File: src/rtl/ov7670_stream_pkg.sv
// Shared types and constants for the synthetic OV7670 stream generator.
// Contents:
//   state_t    frame timing FSM states
//   pattern_t  test pattern select encoding
//   GRAY_BYTE  constant byte of the gray pattern
//   CHECK_SHIFT  coordinate bit that selects the checker square (8x8 squares)
//   cnt_width  counter width for a 0..n-1 range, never less than 1 bit
package ov7670_stream_pkg;

    typedef enum logic [2:0] {
        IDLE,
        VSYNC,
        VBACK,
        ACTIVE,
        HBLANK,
        VFRONT
    } state_t;

    typedef enum logic [1:0] {
        PAT_GRAY  = 2'b00,
        PAT_RAMP  = 2'b01,
        PAT_CHECK = 2'b10,
        PAT_COUNT = 2'b11
    } pattern_t;

    localparam logic [7:0]  GRAY_BYTE   = 8'h80;
    localparam int unsigned CHECK_SHIFT = 3;

    function automatic int unsigned cnt_width(input int unsigned n);
        return (n > 1) ? $clog2(n) : 1;
    endfunction

endpackage

File: src/rtl/ov7670_stream_gen_if.sv
// Camera-side bus of the synthetic OV7670 transmitter.
// Signals:
//   en          level, start/continue frames (into generator)
//   pattern     test pattern select (into generator)
//   vsync       frame sync, active high
//   href        high during active pixel bytes
//   dout        pixel byte, 8'h00 outside href
//   frame_done  1-cycle pulse on the last cycle of a frame
//   frame_sum   byte checksum of the last frame
// Modports: master = generator, slave = consumer (capture block or bench).
interface ov7670_stream_gen_if;

    logic        en;
    logic [1:0]  pattern;
    logic        vsync;
    logic        href;
    logic [7:0]  dout;
    logic        frame_done;
    logic [15:0] frame_sum;

    modport master (
        input  en,
        input  pattern,
        output vsync,
        output href,
        output dout,
        output frame_done,
        output frame_sum
    );

    modport slave (
        output en,
        output pattern,
        input  vsync,
        input  href,
        input  dout,
        input  frame_done,
        input  frame_sum
    );

endinterface

File: src/rtl/ov7670_pattern_byte.sv
// Combinational test pattern byte generator.
// Ports:
//   i_pattern    selected pattern (latched per frame by the caller)
//   i_x, i_y     low 8 bits of pixel column / line
//   i_b          byte index within the pixel (0 = high byte, sent first)
//   i_frame_cnt  running frame counter
//   o_byte       pixel byte for this position
module ov7670_pattern_byte
    import ov7670_stream_pkg::*;
#(
    parameter int unsigned BW = 1
) (
    input  pattern_t        i_pattern,
    input  logic [7:0]      i_x,
    input  logic [7:0]      i_y,
    input  logic [BW-1:0]   i_b,
    input  logic [7:0]      i_frame_cnt,
    output logic [7:0]      o_byte
);

    always_comb begin
        o_byte = GRAY_BYTE;
        case (i_pattern)
            PAT_GRAY:  o_byte = GRAY_BYTE;
            PAT_RAMP:  o_byte = (i_b == '0) ? i_x : i_y;
            PAT_CHECK: o_byte = (i_x[CHECK_SHIFT] ^ i_y[CHECK_SHIFT]) ? 8'hFF : 8'h00;
            PAT_COUNT: o_byte = i_frame_cnt;
            default:   o_byte = GRAY_BYTE;
        endcase
    end

endmodule

File: src/rtl/ov7670_stream_gen.sv
// Synthetic OV7670 transmitter: emits VSYNC/HREF/D8 with camera frame timing, clk25 is PCLK.
// Ports:
//   clk25  sole clock, also the emitted pixel clock
//   rst_n  asynchronous active-low reset, aborts any frame in progress
//   bus    ov7670_stream_gen_if.master (en, pattern in; vsync, href, dout, frame_done,
//          frame_sum out). All outputs are registered.
// Build option: define OV7670_STREAM_GEN_CHECKSUM_EN to build the per-frame byte checksum;
// otherwise frame_sum is tied to 16'h0000.
module ov7670_stream_gen
    import ov7670_stream_pkg::*;
#(
    parameter int unsigned H_ACTIVE      = 640,
    parameter int unsigned V_ACTIVE      = 480,
    parameter int unsigned BPP           = 2,
    parameter int unsigned H_BLANK       = 144,
    parameter int unsigned V_SYNC_LINES  = 3,
    parameter int unsigned V_BACK_LINES  = 17,
    parameter int unsigned V_FRONT_LINES = 10
) (
    input  logic                 clk25,
    input  logic                 rst_n,
    ov7670_stream_gen_if.master  bus
);

    localparam int unsigned ACT_CYCLES   = H_ACTIVE * BPP;
    localparam int unsigned LINE_CYCLES  = ACT_CYCLES + H_BLANK;
    localparam int unsigned SYNC_CYCLES  = V_SYNC_LINES * LINE_CYCLES;
    localparam int unsigned BACK_CYCLES  = V_BACK_LINES * LINE_CYCLES;
    localparam int unsigned FRONT_CYCLES = V_FRONT_LINES * LINE_CYCLES;
    // Every vertical period spans at least one line, so it bounds ACTIVE/HBLANK too.
    localparam int unsigned MAX_SB       = (SYNC_CYCLES > BACK_CYCLES) ? SYNC_CYCLES
                                                                        : BACK_CYCLES;
    localparam int unsigned MAX_CYCLES   = (MAX_SB > FRONT_CYCLES) ? MAX_SB : FRONT_CYCLES;
    localparam int unsigned XW = cnt_width(H_ACTIVE);
    localparam int unsigned YW = cnt_width(V_ACTIVE);
    localparam int unsigned BW = cnt_width(BPP);
    localparam int unsigned CW = cnt_width(MAX_CYCLES);

    state_t          r_state, w_state_d;
    logic [CW-1:0]   r_cnt, w_cnt_d, w_period_m1;
    logic [XW-1:0]   r_x, w_x_d;
    logic [YW-1:0]   r_y, w_y_d;
    logic [BW-1:0]   r_b, w_b_d;
    pattern_t        r_pat;
    logic [7:0]      r_frame_cnt;
    logic            r_vsync, r_href, r_frame_done;
    logic [7:0]      r_dout;
    logic            w_last, w_frame_start, w_href_d, w_done_d;
    logic [7:0]      w_byte;

    always_comb begin
        w_period_m1 = '0;
        case (r_state)
            VSYNC:   w_period_m1 = CW'(SYNC_CYCLES - 1);
            VBACK:   w_period_m1 = CW'(BACK_CYCLES - 1);
            ACTIVE:  w_period_m1 = CW'(ACT_CYCLES - 1);
            HBLANK:  w_period_m1 = CW'(H_BLANK - 1);
            VFRONT:  w_period_m1 = CW'(FRONT_CYCLES - 1);
            default: w_period_m1 = '0;
        endcase
    end

    assign w_last = (r_cnt == w_period_m1);

    always_comb begin
        w_state_d = r_state;
        w_cnt_d   = r_cnt + CW'(1);
        w_x_d     = r_x;
        w_y_d     = r_y;
        w_b_d     = r_b;
        case (r_state)
            IDLE: begin
                w_cnt_d = '0;
                if (bus.en) w_state_d = VSYNC;
            end
            VSYNC: begin
                if (w_last) begin
                    w_state_d = VBACK;
                    w_cnt_d   = '0;
                end
            end
            VBACK: begin
                if (w_last) begin
                    w_state_d = ACTIVE;
                    w_cnt_d   = '0;
                    w_x_d     = '0;
                    w_b_d     = '0;
                    w_y_d     = '0;
                end
            end
            ACTIVE: begin
                if (w_last) begin
                    w_state_d = HBLANK;
                    w_cnt_d   = '0;
                    w_x_d     = '0;
                    w_b_d     = '0;
                end else if (r_b == BW'(BPP - 1)) begin
                    w_b_d = '0;
                    w_x_d = r_x + XW'(1);
                end else begin
                    w_b_d = r_b + BW'(1);
                end
            end
            HBLANK: begin
                if (w_last) begin
                    w_cnt_d = '0;
                    if (r_y == YW'(V_ACTIVE - 1)) begin
                        w_state_d = VFRONT;
                        w_y_d     = '0;
                    end else begin
                        w_state_d = ACTIVE;
                        w_y_d     = r_y + YW'(1);
                    end
                end
            end
            VFRONT: begin
                if (w_last) begin
                    w_cnt_d   = '0;
                    w_state_d = bus.en ? VSYNC : IDLE;
                end
            end
            default: begin
                w_state_d = IDLE;
                w_cnt_d   = '0;
            end
        endcase
    end

    assign w_frame_start = (w_state_d == VSYNC) && (r_state != VSYNC);
    assign w_href_d      = (w_state_d == ACTIVE);
    assign w_done_d      = (w_state_d == VFRONT) && (w_cnt_d == CW'(FRONT_CYCLES - 1));

    // Byte is generated from next-cycle coordinates so it lands with href on the same edge.
    ov7670_pattern_byte #(
        .BW (BW)
    ) u_pattern (
        .i_pattern   (r_pat),
        .i_x         (8'(w_x_d)),
        .i_y         (8'(w_y_d)),
        .i_b         (w_b_d),
        .i_frame_cnt (r_frame_cnt),
        .o_byte      (w_byte)
    );

    always_ff @(posedge clk25 or negedge rst_n) begin
        if (!rst_n) begin
            r_state      <= IDLE;
            r_cnt        <= '0;
            r_x          <= '0;
            r_y          <= '0;
            r_b          <= '0;
            r_pat        <= PAT_GRAY;
            r_frame_cnt  <= 8'h00;
            r_vsync      <= 1'b0;
            r_href       <= 1'b0;
            r_dout       <= 8'h00;
            r_frame_done <= 1'b0;
        end else begin
            r_state      <= w_state_d;
            r_cnt        <= w_cnt_d;
            r_x          <= w_x_d;
            r_y          <= w_y_d;
            r_b          <= w_b_d;
            r_vsync      <= (w_state_d == VSYNC);
            r_href       <= w_href_d;
            r_dout       <= w_href_d ? w_byte : 8'h00;
            r_frame_done <= w_done_d;
            if (w_frame_start) r_pat <= pattern_t'(bus.pattern);
            if (r_frame_done) r_frame_cnt <= r_frame_cnt + 8'd1;
        end
    end

    assign bus.vsync      = r_vsync;
    assign bus.href       = r_href;
    assign bus.dout       = r_dout;
    assign bus.frame_done = r_frame_done;

`ifdef OV7670_STREAM_GEN_CHECKSUM_EN
    logic [15:0] r_acc, r_frame_sum;

    // The last active byte is summed well before the final VFRONT cycle, so r_acc is final
    // when frame_sum loads alongside frame_done.
    always_ff @(posedge clk25 or negedge rst_n) begin
        if (!rst_n) begin
            r_acc       <= 16'h0000;
            r_frame_sum <= 16'h0000;
        end else begin
            if (w_frame_start) r_acc <= 16'h0000;
            else if (r_href)   r_acc <= r_acc + {8'h00, r_dout};
            if (w_done_d) r_frame_sum <= r_acc;
        end
    end

    assign bus.frame_sum = r_frame_sum;
`else
    assign bus.frame_sum = 16'h0000;
`endif

endmodule

File: src/flat_wrapper.sv
// flat-port wrapper written by rule: the top's interface ports become plain ports
module ov7670_stream_gen_flat import ov7670_stream_pkg::*;
#(
    parameter int unsigned H_ACTIVE      = 640,
    parameter int unsigned V_ACTIVE      = 480,
    parameter int unsigned BPP           = 2,
    parameter int unsigned H_BLANK       = 144,
    parameter int unsigned V_SYNC_LINES  = 3,
    parameter int unsigned V_BACK_LINES  = 17,
    parameter int unsigned V_FRONT_LINES = 10
)
  (clk25, rst_n, bus_en, bus_pattern, bus_vsync, bus_href, bus_dout, bus_frame_done, bus_frame_sum);
  ov7670_stream_gen_if bus_i ();
  input  logic clk25;
  input  logic rst_n;
  input wire logic [$bits(bus_i.en)-1:0] bus_en;
  input wire logic [$bits(bus_i.pattern)-1:0] bus_pattern;
  output wire logic [$bits(bus_i.vsync)-1:0] bus_vsync;
  output wire logic [$bits(bus_i.href)-1:0] bus_href;
  output wire logic [$bits(bus_i.dout)-1:0] bus_dout;
  output wire logic [$bits(bus_i.frame_done)-1:0] bus_frame_done;
  output wire logic [$bits(bus_i.frame_sum)-1:0] bus_frame_sum;
  assign bus_i.en = bus_en;
  assign bus_i.pattern = bus_pattern;
  assign bus_vsync = bus_i.vsync;
  assign bus_href = bus_i.href;
  assign bus_dout = bus_i.dout;
  assign bus_frame_done = bus_i.frame_done;
  assign bus_frame_sum = bus_i.frame_sum;
  ov7670_stream_gen #(.H_ACTIVE(H_ACTIVE), .V_ACTIVE(V_ACTIVE), .BPP(BPP), .H_BLANK(H_BLANK), .V_SYNC_LINES(V_SYNC_LINES), .V_BACK_LINES(V_BACK_LINES), .V_FRONT_LINES(V_FRONT_LINES)) u_core (.clk25(clk25), .rst_n(rst_n), .bus(bus_i));
endmodule
File: config.mk
export PLATFORM = sky130hd
export DESIGN_NAME = ov7670_stream_gen_flat
export DESIGN_NICKNAME = d
export VERILOG_FILES = /design/src/rtl/ov7670_stream_pkg.sv /design/src/rtl/ov7670_stream_gen_if.sv /design/src/rtl/ov7670_pattern_byte.sv /design/src/rtl/ov7670_stream_gen.sv /design/src/flat_wrapper.sv
export SDC_FILE = /design/constraint.sdc
export NUM_CORES = 1
export LEC_CHECK = 0
export CORE_ASPECT_RATIO = 0.5
export CORE_UTILIZATION = 43
export DETAILED_ROUTE_END_ITERATION = 10
export HOLD_SLACK_MARGIN = 0.08
export PLACE_DENSITY = 0.76
export SYNTH_ARGS = -nofsm -noshare
export SYNTH_HDL_FRONTEND = slang
export SYNTH_SLANG_ARGS = --single-unit
File: constraint.sdc
create_clock -name clk25 -period 3.3 [get_ports clk25]
set_input_delay 0.825 -clock clk25 [delete_from_list [all_inputs] [get_ports clk25]]
set_output_delay 0.825 -clock clk25 [all_outputs]
set_load 0.03 [all_outputs]
==> results of run 1 <==
registers in the layout, summed over array words and instances (netlist names):
| signal | count |
|---|---|
| u_core.r_state | 3 |
| u_core.r_y | 9 |
| u_core.r_x | 8 |
| u_core.r_b | 1 |
| u_core.r_cnt | 15 |
| u_core.bus.dout | 8 |
| u_core.bus.vsync | 1 |
| u_core.r_frame_cnt | 8 |
| u_core.bus.href | 1 |
| u_core.bus.frame_done | 1 |
| u_core.r_pat | 2 |
worst max-delay path: cells and delay by family (launching register included):
family | cells | cell delay [ns]
flip-flops | 1 | 0.39
AND/OR/NAND/NOR | 6 | 2.02
AO/OA/AOI/OAI | 3 | 0.72
cells by family (layout without fill, tap and decap cells):
group	count (synthesis)	count (layout)
AO/OA/AOI/OAI	83	83
XOR/XNOR	26	26
adder cells (fa/ha/maj)	7	7
buffers and inverters	50	68
flip-flops	57	57
multiplexers	7	7
other	1	16
AND/OR/NAND/NOR	177	177
repair_timing:
item                                    in CTS  in global routing
endpoints found under the setup margin       0                 10
resized for setup                            0                 13
endpoints found under the hold margin        0                  0
setup buffers                                0                  5
power groups by stage:
| stage | Combinational [mW] | Sequential, mW | Clock, mW |
|---|---|---|---|
| 2_1_floorplan | 0.310 | 0.804 | 0 |
| 3_3_place_gp | 0.347 | 0.847 | 0 |
| 3_5_place_dp | 0.346 | 0.855 | 0 |
| 4_1_cts | 0.351 | 0.842 | 1.03 |
| 5_1_grt | 0.415 | 0.856 | 1.05 |
| 6_report | 0.368 | 0.846 | 1.01 |
routing by layer:
metal | GRT usage [%] | routed length, µm | vias up
met3 | 4.19 | 364 | 17
li1 | - | - | 1490
met1 | 24.7 | 3790 | 1504
met4 | 8.43 | 149 | 0
met5 | 0 | 0 | -
met2 | 33.7 | 3920 | 106
layout by cell type, fill, tap and decap left out, types with 3 or more instances in the layout:
cell / instances
dfrtp_1: 57
nand2_1: 37
nor2_1: 36
buf_4: 24
nand3_1: 23
o21ai_0: 20
conb_1: 16
clkdlybuf4s50_1: 14
nor3_1: 13
xor2_1: 13
xnor2_1: 12
nand2b_1: 11
a21oi_1: 11
inv_1: 10
and3_1: 9
clkbuf_16: 9
a31oi_1: 8
nand4_1: 7
nor3b_1: 6
nor2b_1: 5
o211ai_1: 5
ha_1: 5
or2_2: 4
nor4_1: 4
mux2_2: 4
inv_2: 3
mux2i_1: 3
o311ai_1: 3
o21a_1: 3
o22ai_1: 3
area by class of cell:
class	instances	area, µm²
Sequential cell	57	1430
Multi-Input combinational cell	316	2050
Inverter	13	48.8
Clock buffer	9	225
Timing Repair Buffer	39	325
Fill cell	707	3740
Tap cell	112	140
Clock inverter	7	101
metrics by stage:
| step | std cells | total power, mW | TNS, ns |
|---|---|---|---|
| final | 553 | 2.22 | 0 |
| after floorplan | 423 | 1.11 | 0 |
| after global routing | 553 | 2.33 | -0.182 |
| after detailed placement | 532 | 1.20 | -0.0110 |
| after CTS | 548 | 2.22 | 0 |
| after global placement | 532 | 1.19 | 0 |
worst max path at each step:
| stage | start | end | cells past startpoint |
|---|---|---|---|
| 3_3_place_gp | u_core.r_state[2] | u_core.bus.dout[7] | 12 |
| 5_1_grt | u_core.r_state[2] | u_core.bus.dout[7] | 12 |
| 6_report | u_core.r_cnt[1] | u_core.bus.dout[7] | 9 |
| 4_1_cts | u_core.r_cnt[1] | u_core.bus.dout[6] | 10 |
| 2_1_floorplan | u_core.r_state[2] | u_core.bus.dout[5] | 13 |
| 3_5_place_dp | u_core.r_cnt[1] | u_core.bus.dout[0] | 10 |
==> flow_summary.json, run 1 <==
{
  "worst_slack_ns": 0.0681,
  "path_clk_slew_ns": 0.06,
  "p_int_mw": 1.58,
  "synth-xor-area-share_pct": 6.51,
  "holdBufCountCts": 0,
  "rows": 23,
  "pwr-share-seq_pct": 38.0,
  "synth_top_family_by_area": "simple AND/OR/NAND/NOR gates",
  "synth.area.top_cells": "dfrtp_1 (39%), nand2_1 (3.8%), nor2_1 (3.8%)",
  "max_stage_delay_ns": 0.50,
  "cp_slowest_cell": "or4_1",
  "rr_endpoint": "u_core.bus.dout[7]",
  "viasPerCell": 5.64,
  "antenna_found_initial": 0,
  "critPathMostFrequentCell": "or4_1",
  "rsz0062_at_grt": "yes",
  "dp_hpwl_mm": 5.63,
  "clockPowerShare_pct": 45.4,
  "insertion_delay_ns": 0.33,
  "synth_mux_area_share_pct": 2.08,
  "hp-class": "reg -> reg",
  "yosys.area_share.simple_pct": 25.9,
  "whs_endpoint": "u_core.r_frame_cnt[7]",
  "drv_cap": 0,
  "synth.most_common_cell": "dfrtp_1",
  "wl_per_cell_um": 14.9,
  "grt_pass1_wl_mm": 13.6,
  "fin_util_pct": 53.6,
  "min_period_over_period_pct": 97.9,
  "drt_wl_total_mm": 8.22,
  "ys_seq_area_share_pct": 39.5,
  "hp-start": "u_core.r_frame_cnt[7]",
  "stdcell_area_mm2": 0.00432,
  "synth-edff-count": 0,
  "drc": 0,
  "power_switching_mw": 0.646,
  "hold_path_depth": 1,
  "synth_compound_area_share_pct": 16.6,
  "grt_pass1_vias": 2882,
  "yosys.area.top_type": "dfrtp_1",
  "finClkSkew_ns": 0.00615,
  "startpoint_type": "register",
  "swShare_pct": 29.1,
  "ir_drop_v": 0.000219,
  "grt_usage_pct": 19.8,
  "dr.pass1.iters": 7,
  "cts-buffers-inserted": 9,
  "n_antenna_cell": 0,
  "comb_power_share_pct": 16.6,
  "cts_buffer_depth": 2,
  "drv_slew": 0,
  "crit-reg2reg-launch": "u_core.r_cnt[1]",
  "die-area_mm2": 0.00879,
  "setup_viol": 0,
  "cts_sinks": 57,
  "place_area_mm2": 0.00392,
  "fmaxAchievable_ghz": 0.309,
  "reg2reg_depth": 9,
  "min_period_ns": 3.23,
  "fp.coreArea_mm2": 0.00806,
  "slew-limit-headroom_pct": 39.9,
  "cts_max_level": 3,
  "power.density_mw_per_mm2": 515,
  "synthAdderAreaFrac_pct": 2.36,
  "die-height_um": 66.8,
  "synth-seq-cells": 57,
  "path_class": "reg -> reg",
  "routabilityCongestion": 0.885,
  "crit_arrival_ns": 3.47,
  "grt_max_degree": 42,
  "synth_area_mm2": 0.00361,
  "io_buffers": 15,
  "yosysWarningCount": 0,
  "crit_fanout": 5,
  "nets": 447,
  "pre_cts_slack_ns": -0.0110,
  "vias": 3117,
  "root_buffer": "clkbuf_16",
  "synth_common_cells": "dfrtp_1 (57), nand2_1 (37), nor2_1 (37), nand3_1 (23), o21ai_0 (20)",
  "hold_viol": 0,
  "syn_inst": 408,
  "ys.flop_type": "dfrtp_1",
  "io_pins": 32,
  "cp_cell_sequence": "or4_1, or4_1, a22oi_2, nand2_2, nor3_4, nand2_4, or3_2, a311o_1, a311oi_2",
  "outcome": "finished, final reports clean",
  "ys_types": 70,
  "start_util_pct": 44.8,
  "layout-drive-gt1-share_pct": 17.5,
  "ff2ff_setup_slack_ns": 0.07,
  "cts_tree": "done",
  "syn_to_final_growth_pct": 19.5,
  "ant_nets": 0,
  "grt.overflow.total": 0,
  "worst_pin_slew_ns": 0.901,
  "synth_top_area_share_pct": 39.5,
  "p_leak_nw": 1.89,
  "holdWs_ns": 0.495,
  "end_kind": "register",
  "drt-initial-drc-count": 171,
  "crit_required_ns": 3.54,
  "async_flop_share_pct": 100,
  "fp.dieW_um": 132,
  "syn_area_per_cell_um2": 8.85
}
(Power assumes the default switching activity.)
==> inputs of run 2 (changes only) <==
GPL_TIMING_DRIVEN = 0   (was not set)
RECOVER_POWER = 50   (was not set)
==> run 2 against run 1 <==
The flow now finishes with violations (setup timing). Fmax decreased by 6.4%. Clock power about the same. Die area stayed put. Routed wire length up 9.4%. Register-to-register slack worse by 0.22 ns. Cell area rose by 9.5%. Critical path depth grew 2. Critical endpoint is now u_core.bus.dout[6].
==> flow_summary.json, run 2 (synthesis results as in run 1) <==
{
  "outcome": "finished, violations left",
  "violations": "setup timing",
  "rows": 23,
  "root_buffer": "clkbuf_16",
  "die-area_mm2": 0.00879,
  "top_regs": "u_core.r_cnt: 15 flops, u_core.r_y: 9 flops",
  "final_cell_mix": "dfrtp_1 (57), buf_4 (42), nand2_1 (37)",
  "cts_buffer_depth": 2,
  "power.density_mw_per_mm2": 486,
  "fin_cells": 593,
  "end_kind": "register",
  "drv_cap": 0,
  "setup_viol": 8,
  "grt_max_degree": 34,
  "antenna_found_initial": 0,
  "routabilityCongestion": 0.817,
  "startpoint_type": "register",
  "place_inst": 551,
  "layout_commonest_cell": "dfrtp_1",
  "die-height_um": 66.8,
  "path_clk_slew_ns": 0.05,
  "grt.overflow.total": 0,
  "rsz0062_at_grt": "yes",
  "regMostFlops": "u_core.r_cnt",
  "largest_register_ffs": 15,
  "fp.coreArea_mm2": 0.00806,
  "slew-limit-headroom_pct": 13.2,
  "grt_pass1_wl_mm": 14.1,
  "crit_start": "u_core.r_cnt[2]",
  "worst_slack_ns": -0.152,
  "path_class": "reg -> reg",
  "nets": 487,
  "ant_nets": 0,
  "whs_endpoint": "u_core.r_frame_cnt[7]",
  "crit_arrival_ns": 3.70,
  "dr.pass1.iters": 6,
  "start_util_pct": 44.8,
  "reg2reg_depth": 11,
  "io_buffers": 15,
  "cts_max_level": 3,
  "worst_pin_slew_ns": 1.30,
  "place_area_mm2": 0.00400,
  "syn_to_final_growth_pct": 30.8,
  "dp_hpwl_mm": 5.70,
  "crit-reg2reg-launch": "u_core.r_cnt[2]",
  "fp.dieW_um": 132,
  "layout-drive-gt1-share_pct": 24.3,
  "vias": 3334,
  "insertion_delay_ns": 0.34,
  "n_antenna_cell": 0,
  "cts_tree": "done",
  "stdcell_area_mm2": 0.00472,
  "drt-initial-drc-count": 210,
  "hold_path_depth": 1,
  "grt_usage_pct": 20.7,
  "viasPerCell": 5.62,
  "hold_viol": 0,
  "grt_pass1_vias": 3036,
  "drc": 0,
  "crit_required_ns": 3.55,
  "ff2ff_setup_slack_ns": -0.15,
  "hp-start": "u_core.r_frame_cnt[7]",
  "io_pins": 32,
  "wl_per_cell_um": 15.2,
  "p_leak_nw": 2.06,
  "crit_fanout": 6,
  "cts_sinks": 57,
  "ir_drop_v": 0.000221,
  "min_period_ns": 3.45,
  "drv_slew": 0,
  "fmaxAchievable_ghz": 0.290,
  "hp-class": "reg -> reg",
  "min_period_over_period_pct": 105,
  "cts-buffers-inserted": 9,
  "rr_endpoint": "u_core.bus.dout[6]",
  "finClkSkew_ns": 0.00550,
  "drt_wl_total_mm": 9.00
}
run 2: cell count changes in the layout (fill, tap and decap cells not counted), sizes merged:
cell,previous run,this run
clkinv,1,2
buf,25,48
clkbuf,9,26
inv,15,14
run 2: layer usage:
metal  vias up  GRT usage, %  wire length [µm]
met2       127          36.4              4360
met1      1611          24.4              3900
met4         0          10.0               238
met3        27          4.72               490
li1       1569             -                 -
met5         -             0                 0
run 2: critical path, stage by stage (launching register included):
cell	delay [ns]
dfrtp_1	0.39
or4_4	0.53
or4_4	0.54
a22oi_2	0.20
nand2_2	0.15
nor3_4	0.30
nand2_4	0.09
buf_6	0.13
o41ai_4	0.38
xor2_4	0.25
nand3b_4	0.18
a31oi_2	0.22
run 2: worst max path at each step:
stage | end | slack (ns) | cells after the start
finish | u_core.bus.dout[6] | -0.15 | 11
global route | u_core.bus.dout[6] | -0.24 | 11
CTS | u_core.bus.dout[7] | -0.004 | 11
detailed placement | u_core.r_pat[0] | -0.62 | 14
global placement | u_core.r_pat[1] | -0.58 | 14
floorplan | u_core.bus.dout[5] | 0.03 | 13
run 2: where the power goes:
| group | total, mW | internal [mW] | switching, mW |
|---|---|---|---|
| clock | 1.02 | 0.668 | 0.355 |
| sequential | 0.790 | 0.753 | 0.0368 |
| combinational | 0.481 | 0.195 | 0.287 |
run 2: area by class of cell:
class | instances | area, µm²
inverter | 13 | 52.6
clock buffer | 9 | 225
fill | 655 | 3330
multi-input combinational | 316 | 2210
buffer | 35 | 203
timing repair buffer | 44 | 367
tap | 112 | 140
sequential | 57 | 1430
clock inverter | 7 | 103
run 2: metrics by stage:
step           power, mW  setup slack, ns  hold slack [ns]  utilization (%)  TNS (ns)
2_1_floorplan       1.11           0.0254            0.441                -         0
3_3_place_gp        1.19           -0.581            0.458             49.4    -25.53
3_5_place_dp        1.20           -0.624            0.460             49.6     -6.39
4_1_cts             2.29         -0.00366            0.474             57.5  -0.00366
5_1_grt             2.39           -0.242            0.509             58.6     -1.34
6_report            2.29           -0.152            0.468             58.6    -0.768
run 2: repair_timing:
item,CTS,global route
setup endpoints to repair,25,10
hold buffers,0,0
pin swaps,22,7
resized for setup,32,17
buffers inserted,25,5
==> inputs of run 3 (changes only) <==
GPL_ROUTABILITY_DRIVEN = 0   (was not set)
RECOVER_POWER = 100   (was 50)
==> run 3 against run 2 <==
Total power hardly changed. Routed wire length hardly changed. Largest power group unchanged. The flow still finishes with violations (setup timing). First-iteration DRC count stayed put. Register-to-register slack hardly changed. Cell count stayed put. Highest routed layer unchanged. Via count is 0.18% lower. Largest cell class unchanged. Cell area stayed put.
==> flow_summary.json, run 3 (synthesis results as in run 1) <==
{
  "violations": "setup timing",
  "busiest_layer": "met2",
  "fin_util_pct": 58.6,
  "drt-initial-drc-count": 210,
  "grt_max_degree": 34,
  "finClkSkew_ns": 0.00547,
  "nets": 487,
  "fp.coreArea_mm2": 0.00806,
  "layout-drive-gt1-share_pct": 24.3,
  "regMostFlops": "u_core.r_cnt",
  "power.density_mw_per_mm2": 485,
  "p_leak_nw": 2.10,
  "startpoint_type": "register",
  "syn_to_final_growth_pct": 30.8,
  "place_inst": 551,
  "drv_slew": 0,
  "crit_fanout": 6,
  "grt.overflow.total": 0,
  "crit_arrival_ns": 3.70,
  "cts_max_level": 3,
  "ant_nets": 0,
  "hold_viol": 0,
  "setup_tns_ns": -0.769,
  "antenna_found_initial": 0,
  "met3_usage_pct": 4.72,
  "fmaxAchievable_ghz": 0.290,
  "io_pins": 32,
  "largest_register_ffs": 15,
  "min_period_ns": 3.45,
  "min_period_over_period_pct": 105,
  "end_kind": "register",
  "grt_usage_pct": 20.7,
  "ir_drop_v": 0.000221,
  "worst_slack_ns": -0.152,
  "grt_use_met1_pct": 24.4,
  "cts_sinks": 57,
  "drc": 0,
  "grt_pass1_wl_mm": 14.1,
  "grt_pass1_vias": 3036,
  "outcome": "finished, violations left",
  "top_regs": "u_core.r_cnt: 15 flops, u_core.r_y: 9 flops",
  "dr.pass1.iters": 7,
  "final_cell_mix": "dfrtp_1 (57), buf_4 (42), nand2_1 (37)",
  "n_antenna_cell": 0,
  "cts_tree": "done",
  "fp.dieW_um": 132,
  "cts-buffers-inserted": 9,
  "rsz0062_at_grt": "yes",
  "crit_required_ns": 3.55,
  "die-area_mm2": 0.00879,
  "viasPerCell": 5.61,
  "wl_per_cell_um": 15.2,
  "fin_cells": 593,
  "io_buffers": 15,
  "layout_commonest_cell": "dfrtp_1",
  "rows": 23,
  "insertion_delay_ns": 0.34,
  "hp-class": "reg -> reg",
  "drv_cap": 0,
  "path_clk_slew_ns": 0.05,
  "slew-limit-headroom_pct": 13.3,
  "start_util_pct": 44.8,
  "cts_buffer_depth": 2,
  "drt_wl_total_mm": 8.99,
  "path_class": "reg -> reg",
  "root_buffer": "clkbuf_16",
  "dp_hpwl_mm": 5.70,
  "worst_pin_slew_ns": 1.30,
  "die-height_um": 66.8,
  "vias": 3328,
  "use_met2_pct": 36.4,
  "setup_viol": 8
}
-- run 3: changes by cell type in the layout (fill, tap and decap cells not counted), sizes merged --
cell | before | now
dlygate4sd3 | 0 | 11
clkdlybuf4s50 | 14 | 3
-- run 3: timing repair --
item | CTS | global route
hold buffers | 0 | 0
buffers inserted | 25 | 5
setup endpoints to repair | 25 | 10
resized for setup | 32 | 17
pin swaps | 22 | 7
-- run 3: worst max-delay path, stage by stage (launching register included) --
cell and delay, ns:
dfrtp_1 0.39, or4_4 0.53, or4_4 0.54, a22oi_2 0.20, nand2_2 0.15, nor3_4 0.30, nand2_4 0.09, buf_6 0.13
o41ai_4 0.38, xor2_4 0.25, nand3b_4 0.18, a31oi_2 0.22
-- run 3: final cells by class --
type,instances,area [µm²]
plain buffers,35,203
clock buffers,9,225
clock inverters,7,103
fillers,655,3330
inverters,13,52.6
multi-input cells,316,2210
flip-flops and latches,57,1430
well taps,112,140
repair buffers,44,367
-- run 3: stage by stage --
step / hold WS [ns] / worst slack (ns) / total power [mW] / instance area (µm²)
after global placement: 0.458 / -0.581 / 1.19 / 3980
after global routing: 0.509 / -0.242 / 2.39 / 4720
final: 0.468 / -0.152 / 2.29 / 4720
after floorplan: 0.441 / 0.0254 / 1.11 / 3690
after CTS: 0.474 / -0.00366 / 2.29 / 4630
after detailed placement: 0.460 / -0.624 / 1.20 / 4000
-- run 3: where the power goes --
group | total (mW) | leakage, nW | switching (mW) | internal, mW
clock network | 1.02 | 0.157 | 0.355 | 0.668
registers | 0.790 | 0.763 | 0.0373 | 0.753
logic | 0.480 | 1.18 | 0.286 | 0.194
-- run 3: worst paths after layout --
kind,startpoint,endpoint,slack [ns],depth (start not counted)
max,u_core.r_cnt[2],u_core.bus.dout[6],-0.15,11
min,u_core.r_frame_cnt[7],u_core.r_frame_cnt[7],0.47,1
max reg2reg,u_core.r_cnt[2],u_core.bus.dout[6],-0.15,11
min reg2reg,u_core.r_frame_cnt[7],u_core.r_frame_cnt[7],0.47,1
max in group asynchronous,rst_n,u_core.r_cnt[6],1.11,2
min in group asynchronous,rst_n,u_core.r_frame_cnt[2],0.76,1
-- run 3: layer usage --
layer	share of wire (%)	vias to the layer above
met5	0	-
met3	5.3	27
li1	-	1568
met4	2.6	0
met2	48	125
met1	44	1608
